File: config.mk
export PLATFORM = sky130hd
export DESIGN_NAME = mult_ctrl
export DESIGN_NICKNAME = d
export VERILOG_FILES = /design/src/rtl/mult_ctrl.sv
export SDC_FILE = /design/constraint.sdc
export NUM_CORES = 1
export LEC_CHECK = 0
export CAP_MARGIN = 20
export CORE_MARGIN = 2
export CORE_UTILIZATION = 44
export CTS_CLUSTER_DIAMETER = 120
export CTS_CLUSTER_SIZE = 12
export DETAILED_ROUTE_END_ITERATION = 10
export PLACE_DENSITY = 0.85
export SLEW_MARGIN = 20
export SYNTH_ARGS = -nofsm -noshare
export SYNTH_HDL_FRONTEND = slang
export SYNTH_SLANG_ARGS = --single-unit
File: constraint.sdc
create_clock -name clk -period 7.3 [get_ports clk]
set_clock_uncertainty 0.1 [all_clocks]
set_input_delay 1.46 -clock clk [delete_from_list [all_inputs] [get_ports clk]]
set_output_delay 1.46 -clock clk [all_outputs]
set_load 0.1 [all_outputs]
File: src/rtl/mult_ctrl.sv
// Sequencing front-end for a shift-add multiplier: operand handshake, load/run control, product capture, hang timeout.
// Define MULT_CTRL_SIGNED_EN to accept two's-complement operands (magnitudes to the multiplier, sign fixed up on capture).
module mult_ctrl #(
  parameter int WIDTH       = 16,
  parameter int LOAD_CYCLES = 1,
  parameter int TIMEOUT     = 40
) (
  input  logic                 clk,
  input  logic                 reset,
  input  logic                 in_valid,
  output logic                 in_ready,
  input  logic [WIDTH-1:0]     in_a,
  input  logic [WIDTH-1:0]     in_b,
  output logic [WIDTH-1:0]     mul_a,
  output logic [WIDTH-1:0]     mul_b,
  output logic                 mul_start_n,
  input  logic                 mul_ready,
  input  logic [2*WIDTH-1:0]   mul_result,
  output logic                 out_valid,
  input  logic                 out_ready,
  output logic [2*WIDTH-1:0]   out_result,
  output logic                 busy,
  input  logic                 err_clr,
  output logic                 timeout_err,
  output logic [1:0]           dbg_state
);

  localparam int PW = 2 * WIDTH;
  localparam int LW = (LOAD_CYCLES > 1) ? $clog2(LOAD_CYCLES) : 1;
  localparam int TW = $clog2(TIMEOUT + 1);
  localparam logic [LW-1:0] LOAD_LAST = LW'(LOAD_CYCLES - 1);
  localparam logic [TW-1:0] WAIT_LAST = TW'(TIMEOUT - 1);

  typedef enum logic [1:0] {S_IDLE, S_LOAD, S_RUN, S_HOLD} state_t;

  state_t          state;
  logic [LW-1:0]   load_cnt;
  logic [TW-1:0]   wait_cnt;
  logic [WIDTH-1:0] op_a;
  logic [WIDTH-1:0] op_b;
  logic [PW-1:0]    product;

  // Both handshakes: a transfer happens on a rising edge where valid and ready are both high;
  // valid never depends combinationally on ready, and a raised out_valid holds with stable data until taken.
  assign in_ready  = (state == S_IDLE);
  assign busy      = (state != S_IDLE);
  assign dbg_state = state;

`ifdef MULT_CTRL_SIGNED_EN
  logic neg_q;

  always_comb begin
    op_a    = in_a[WIDTH-1] ? (~in_a + WIDTH'(1)) : in_a;
    op_b    = in_b[WIDTH-1] ? (~in_b + WIDTH'(1)) : in_b;
    product = neg_q ? (~mul_result + PW'(1)) : mul_result;
  end
`else
  always_comb begin
    op_a    = in_a;
    op_b    = in_b;
    product = mul_result;
  end
`endif

  always_ff @(posedge clk or posedge reset) begin
    if (reset) begin
      state       <= S_IDLE;
      mul_a       <= '0;
      mul_b       <= '0;
      mul_start_n <= 1'b0;
      out_valid   <= 1'b0;
      out_result  <= '0;
      timeout_err <= 1'b0;
      load_cnt    <= '0;
      wait_cnt    <= '0;
`ifdef MULT_CTRL_SIGNED_EN
      neg_q       <= 1'b0;
`endif
    end else begin
      // A timeout in the RUN branch below overrides this clear on the same edge.
      if (err_clr) timeout_err <= 1'b0;
      case (state)
        S_IDLE: begin
          mul_start_n <= 1'b0;
          if (in_valid) begin
            mul_a    <= op_a;
            mul_b    <= op_b;
`ifdef MULT_CTRL_SIGNED_EN
            neg_q    <= in_a[WIDTH-1] ^ in_b[WIDTH-1];
`endif
            load_cnt <= '0;
            state    <= S_LOAD;
          end
        end
        S_LOAD: begin
          mul_start_n <= 1'b0;
          if (load_cnt == LOAD_LAST) begin
            mul_start_n <= 1'b1;
            wait_cnt    <= '0;
            state       <= S_RUN;
          end else begin
            load_cnt <= load_cnt + LW'(1);
          end
        end
        S_RUN: begin
          if (mul_ready) begin
            out_result <= product;
            out_valid  <= 1'b1;
            state      <= S_HOLD;
          end else if (wait_cnt == WAIT_LAST) begin
            timeout_err <= 1'b1;
            mul_start_n <= 1'b0;
            state       <= S_IDLE;
          end else begin
            wait_cnt <= wait_cnt + TW'(1);
          end
        end
        S_HOLD: begin
          if (out_ready) begin
            out_valid   <= 1'b0;
            mul_start_n <= 1'b0;
            state       <= S_IDLE;
          end
        end
        default: state <= S_IDLE;
      endcase
    end
  end

endmodule

## Word level (Yosys, flattened, before mapping)

Index checks and enable logic that the tools add are counted.
W data, S select, Z words.

- Add/sub/neg operators: 2
- Multipliers: 0
- Divide/modulo/power cells: 0
- Magnitude comparators: 0
- Eq/ne operators: 12
- Shift operators: 0
- Muxes and demuxes: 24
- Bitwise gates (word level): 0
- Reductions and logical operators: 12

Operators by type and width:

| operator | count |
|---|---|
| $mux W6 | 3 |
| $ne A2 B2 Y1 const B | 7 |
| $pmux W6 S2 | 1 |
| $mux W1 | 11 |
| $mux W2 | 5 |
| $pmux W2 S4 | 1 |
| $reduce_and A4 Y1 | 2 |
| $reduce_bool A2 Y1 | 4 |
| $add A6 B1 Y6 const B | 1 |
| $eq A6 B6 Y1 const B | 1 |
| $reduce_and A2 Y1 | 3 |
| $reduce_and A3 Y1 | 2 |
| $eq A2 B2 Y1 const B | 2 |
| $pmux W1 S2 | 2 |
| $pmux W1 S4 | 1 |
| $ne A3 B3 Y1 const B | 1 |
| $eq A2 B1 Y1 const B | 1 |
| $logic_not A2 Y1 | 1 |
| $add A1 B1 Y1 const B | 1 |

- Bits in registers: 76
- Bits in latches: 0
- RAM bits: 0
- Bits in read-only memories: 0
- Output and inout bits: 71
- Logic and storage cells: 59
- Memories kept: 0

## Depth between registers and ports, before layout

Gate-level depths: netlist (run 1).

- Depth after elaboration: 4
- Gate-level depth with buffers: 6
- Depth with buffers taken out: 4

## Worst setup path after synthesis (run 1)

OpenSTA, ideal clock, no wires.

- Path type: register -> output
- From: register state[1] (netlist: dbg_state[1])
- To: output busy
- Arrival: 2583 ps
- Required time: 5740 ps
- Setup slack: 3157 ps
- Cell stages (with the launch flop): 4
- Path buffers: 1
- Path through: dfrtp_1 > buf_6 > nor2_2 > inv_1

- Word-level cells in the longest chain between the ends: 1

RTL lines:

| item | RTL line | RTL |
|---|---|---|
| start, declared | 36 | `state_t state;` |
| start signal, assigned | 67 | `state <= S_IDLE;` |
| start signal, assigned | 92 | `state <= S_LOAD;` |
| start signal, assigned | 100 | `state <= S_RUN;` |
| $reduce_bool A2 Y1 | 46 | `assign busy = (state != S_IDLE);` |
| end, declared | 22 | `output logic busy,` |

Every way passes these cells.

## Worst setup path after layout (run 1)

Ends and elaborated chain as after synthesis.

==> impl_metrics.toml, run 1 <==
[run_status]
status = "completed"

[synth]
synth_top_cell_area_share_pct = 61.2
synth_nets = 279
synthFlopType = "dfrtp_1"
yosysTopAreaCell = "dfrtp_1"
synth.area.top_cells = "dfrtp_1 (61%), mux2_2 (22%), buf_6 (2.9%)"
synthArstFlopShare_pct = 100
yosys_warnings = 0
yosysSeqAreaShare_pct = 61.2
synth_edf_count = 0
synthesis.area_um2 = 3070
synth-seq-cells = 75
post_synth_num_cell_types = 33
synth.avg_cell_area_um2 = 14.7
syn-instance-count = 208

[sta]
whs_ns = 0.375
finalSetupViolCount = 0
final.setup.tns_ns = 0
worst-slew-pin-transition_ns = 1.01
maxSlewHeadroom_pct = 32.6
rsz0062_at_grt = "false"
report.final.slew_viol_count = 0
fmax_ghz = 0.257
fin_crit_sh_pct = 53.3
period_needed_ns = 3.89
hold_viol = 0

[finish]
fin_cells = 435
layout-drive-gt1-share_pct = 22.8
nets = 421
antenna-diode-count = 0
syn2layout_area_growth_pct = 52.4

[setup_path]
slowest_delay_ns = 1.12
crit_buf_inv = 2
timing_worst_setup_path_type = "register to output port"
timing.critical_path.max_delay_family = "buffers and inverters"
startpoint = "dbg_state[1]"
cp-end-kind = "output port"
critical_path_arrival_ns = 2.33
start_kind = "register"
cp.required_ns = 5.74
cp_cell_sequence = "nor2_2 -> inv_1 -> clkdlybuf4s50_1"
reg2reg_from = "dbg_state[1]"
worst-path-max-fanout = 19
cp_slowest_cell = "clkdlybuf4s50_1"

[floorplan]
start_util_pct = 45.4
core_um2 = 6760
fp.dieArea_um2 = 7660
die_x_um = 87.5
die_height_um = 87.5
io_pins = 141
std_cell_rows = 30

[drt]
drc = 0
drt_iter0_markers = 65
dr.pass1.iters = 4
wl_per_cell_um = 15.9
antenna_left = 0
vias = 2209
wirelength_um = 6910
viasPerCell = 5.08

[clock_network]
clk_pin_slew_worst_paths_ns = 0.08
post-cts-setup-buffers = 0
cts_root_buffer = "clkbuf_8"
hold_buffers = 0
cts_resized = 0
cts_buffers = 9
cts_buffer_depth = 2
cts_sinks = 75
htree_levels = 3
clock_latency_ns = 0.33
tritoncts = "built"

[place]
place_hpwl_um = 4990
dp.cells = 419
gp_congestion = 0.789
io_buffers = 140

[global_route]
globalRouteMet1Util_pct = 21.1
grtUsageTotal_pct = 18.1
use_met2_pct = 30.2
first_global_vias = 2238
antenna_found_initial = 0
gr-total-overflow = 0
grt_max_degree = 43
grt-busiest-layer = "met2"
grt_first_pass_wirelength_um = 10600
grt_use_met3_pct = 6.64

[job]
drv_cap = 0

[hold_path]
hold_path_class = "register to register"
worstHoldStart = "wait_cnt[5]"
-- kinds of logic after synthesis --
logic type | after synthesis | synth area share [%]
simple gates | 29 | 5.26
fa+ha+maj | 1 | 0.408
flops | 75 | 61.2
mux | 64 | 23.5
compound gates | 21 | 5.10
buf+inv | 18 | 4.57
-- synth_stat cells (all sizes together), types with 2 or more instances --
library cell,n
buf,12
a21oi,3
mux2,64
nand2,8
o41ai,2
o21ai,4
a211o,3
nor3,2
nand3,4
nor3b,3
nor2,4
o2111a,2
inv,6
nand3b,2
dfrtp,75
-- cell usage in the layout (no fill, tap or decap), types with 2 or more instances in the layout --
cell type	n
a211o_1	3
a21oi_1	3
buf_4	3
clkbuf_8	10
clkdlybuf4s50_1	140
clkinvlp_4	3
dfrtp_1	75
inv_1	5
mux2_1	4
mux2_2	60
nand2_1	8
nand3_1	4
nand3b_1	2
nor2_1	3
nor3_1	2
nor3b_1	3
o2111a_1	2
o21ai_0	4
o41ai_1	2
-- flip-flops by register name, summed over array words and instances, names as in the netlist --
name	cells
out_valid	1
mul_a	16
timeout_err	1
wait_cnt	6
mul_b	16
dbg_state	2
mul_start_n	1
out_result	32
-- final cells by class --
type | instances | area, um^2
clock buffers | 11 | 141
well taps | 80 | 100
clock inverters | 5 | 61.3
inverters | 6 | 22.5
repair buffers | 143 | 1420
fillers | 493 | 2080
multi-input cells | 115 | 1050
flip-flops and latches | 75 | 1880
-- worst register-to-register path: cells and delay by family, from the launching register on --
family	cells	cell delay [ns]
buffers and inverters	1	0.39
DFF	1	0.59
muxes	1	0.40
and+or+nand+nor	2	0.50
-- per-stage QoR --
stage	util, %	instance area (um^2)	worst slack (ns)
finish	69.2	4680	3.41
global route	69.2	4680	3.28
CTS	69.2	4680	3.41
detailed placement	66.2	4470	3.78
global placement	66.2	4470	3.81
floorplan	-	3070	3.16
-- path summary, 6_finish.rpt --
kind / cells past startpoint / slack [ns] / to
max: 3 / 3.41 / busy
min: 1 / 0.38 / wait_cnt[5]
max reg2reg: 4 / 5.21 / mul_b[9]
min reg2reg: 1 / 0.38 / wait_cnt[5]
max in group asynchronous: 3 / 4.63 / mul_b[12]
min in group asynchronous: 2 / 1.46 / mul_a[0]
-- layer usage --
metal,up-vias,share of wire (%)
met5,-,0
met2,84,50
li1,1021,-
met3,9,7.6
met4,0,1.4
met1,1095,41
Power of run 1 is not shown: default switching activity piles up to over one toggle a cycle in this logic, so the estimate is an artifact.
==> inputs of run 2 (changes only) <==
- CORE_UTILIZATION: 44 -> 37
- PLACE_DENSITY: 0.85 -> 0.76
- clock period: 7.3 -> 3.5 ns (I/O delays scaled with it)
==> impl_metrics.toml, run 2 (synthesized netlist as in run 1, its figures left out) <==
[global_route]
grtUsageTotal_pct = 15.6
gr-total-overflow = 0
grt_first_pass_wirelength_um = 11000
antenna_found_initial = 0
grt_max_degree = 76
first_global_vias = 2356

[finish]
layout_common_cells = "clkdlybuf4s50_1 (97), dfrtp_1 (75), mux2_2 (60), buf_4 (45), clkbuf_8 (10)"
largest-register = "out_result"
layout-drive-gt1-share_pct = 34.9
final_common_cell = "clkdlybuf4s50_1"
nets = 421
fin_cells = 460
largest_reg_flops = 32
top_regs = "out_result: 32 flops, mul_a: 16 flops, mul_b: 16 flops"
antenna-diode-count = 0
syn2layout_area_growth_pct = 49.6

[sta]
hold_viol = 0
fin_crit_sh_pct = 75.7
final.setup.tns_ns = 0
whs_ns = 0.382
maxSlewHeadroom_pct = 34.5
finalSetupViolCount = 0
fmax_ghz = 0.377
report.final.slew_viol_count = 0
worst-slew-pin-transition_ns = 0.979
rsz0062_at_grt = "false"
period_needed_ns = 2.65

[clock_network]
tritoncts = "built"
hold_buffers = 0
htree_levels = 3
cts_buffers = 9
post-cts-setup-buffers = 0
cts_resized = 0
clock_latency_ns = 0.35
cts_sinks = 75
cts_buffer_depth = 2
clk_pin_slew_worst_paths_ns = 0.08
cts_root_buffer = "clkbuf_8"

[setup_path]
timing_worst_setup_path_type = "register to output port"
slowest_delay_ns = 1.13
critical_path_arrival_ns = 1.85
cp_cell_sequence = "clkdlybuf4s50_1"
cp_slowest_cell = "clkdlybuf4s50_1"
rrSetupSlack_ns = 1.46
crit_buf_inv = 1
cp.depth = 1
timing.critical_path.max_delay_family = "buffers and inverters"
reg2reg_from = "dbg_state[0]"
cp-end-kind = "output port"
reg2regPathDepth = 4
worst-path-max-fanout = 2
worstReg2RegEnd = "out_result[17]"
start_kind = "register"
cp.required_ns = 2.70

[hold_path]
min_path_cells = 1
hold_end = "wait_cnt[5]"
worstHoldStart = "wait_cnt[5]"
hold_path_class = "register to register"

[floorplan]
std_cell_rows = 33
die_height_um = 95.1
die_x_um = 95.1
fp.dieArea_um2 = 9040
core_um2 = 8130
io_pins = 141
start_util_pct = 37.7

[place]
dp.cells = 444
io_buffers = 140
place_hpwl_um = 4780
gp_congestion = 0.717

[drt]
wl_per_cell_um = 14.5
vias = 2213
drc = 0
drt_iter0_markers = 79
dr.pass1.iters = 4
wirelength_um = 6660
viasPerCell = 4.81
antenna_left = 0

[job]
drv_cap = 0

[run_status]
status = "completed"
-- run 2: per-stage QoR --
stage	worst slack, ns	utilization (%)	cell area (um^2)
after global routing	0.787	56.4	4590
after global placement	1.16	54.2	4410
after detailed placement	1.12	54.2	4410
final	0.850	56.4	4590
after floorplan	0.117	-	3070
after CTS	0.822	56.4	4590
-- run 2: routing by layer --
metal  up-vias  track usage, %  share of wire (%)
met3        10            4.27                6.5
met4         0            6.52                1.2
li1       1022               -                  -
met5         -               0                  0
met2        71            26.5                 53
met1      1110            18.6                 40
-- run 2: worst max-delay path by stage --
stage | startpoint | endpoint
6_report | mul_b[3] | mul_b[3]
5_1_grt | out_result[6] | out_result[6]
3_5_place_dp | mul_ready | out_result[19]
3_3_place_gp | mul_ready | out_result[9]
4_1_cts | mul_b[3] | mul_b[3]
2_1_floorplan | dbg_state[1] | busy
-- run 2: layout make-up --
cell class | count | area, um^2
Fill cell | 697 | 3550
Tap cell | 105 | 131
Multi-Input combinational cell | 115 | 1050
Sequential cell | 75 | 1880
Timing Repair Buffer | 143 | 1330
Clock buffer | 11 | 141
Inverter | 6 | 22.5
Clock inverter | 5 | 36.3
Power of run 2 is left out for the same reason.
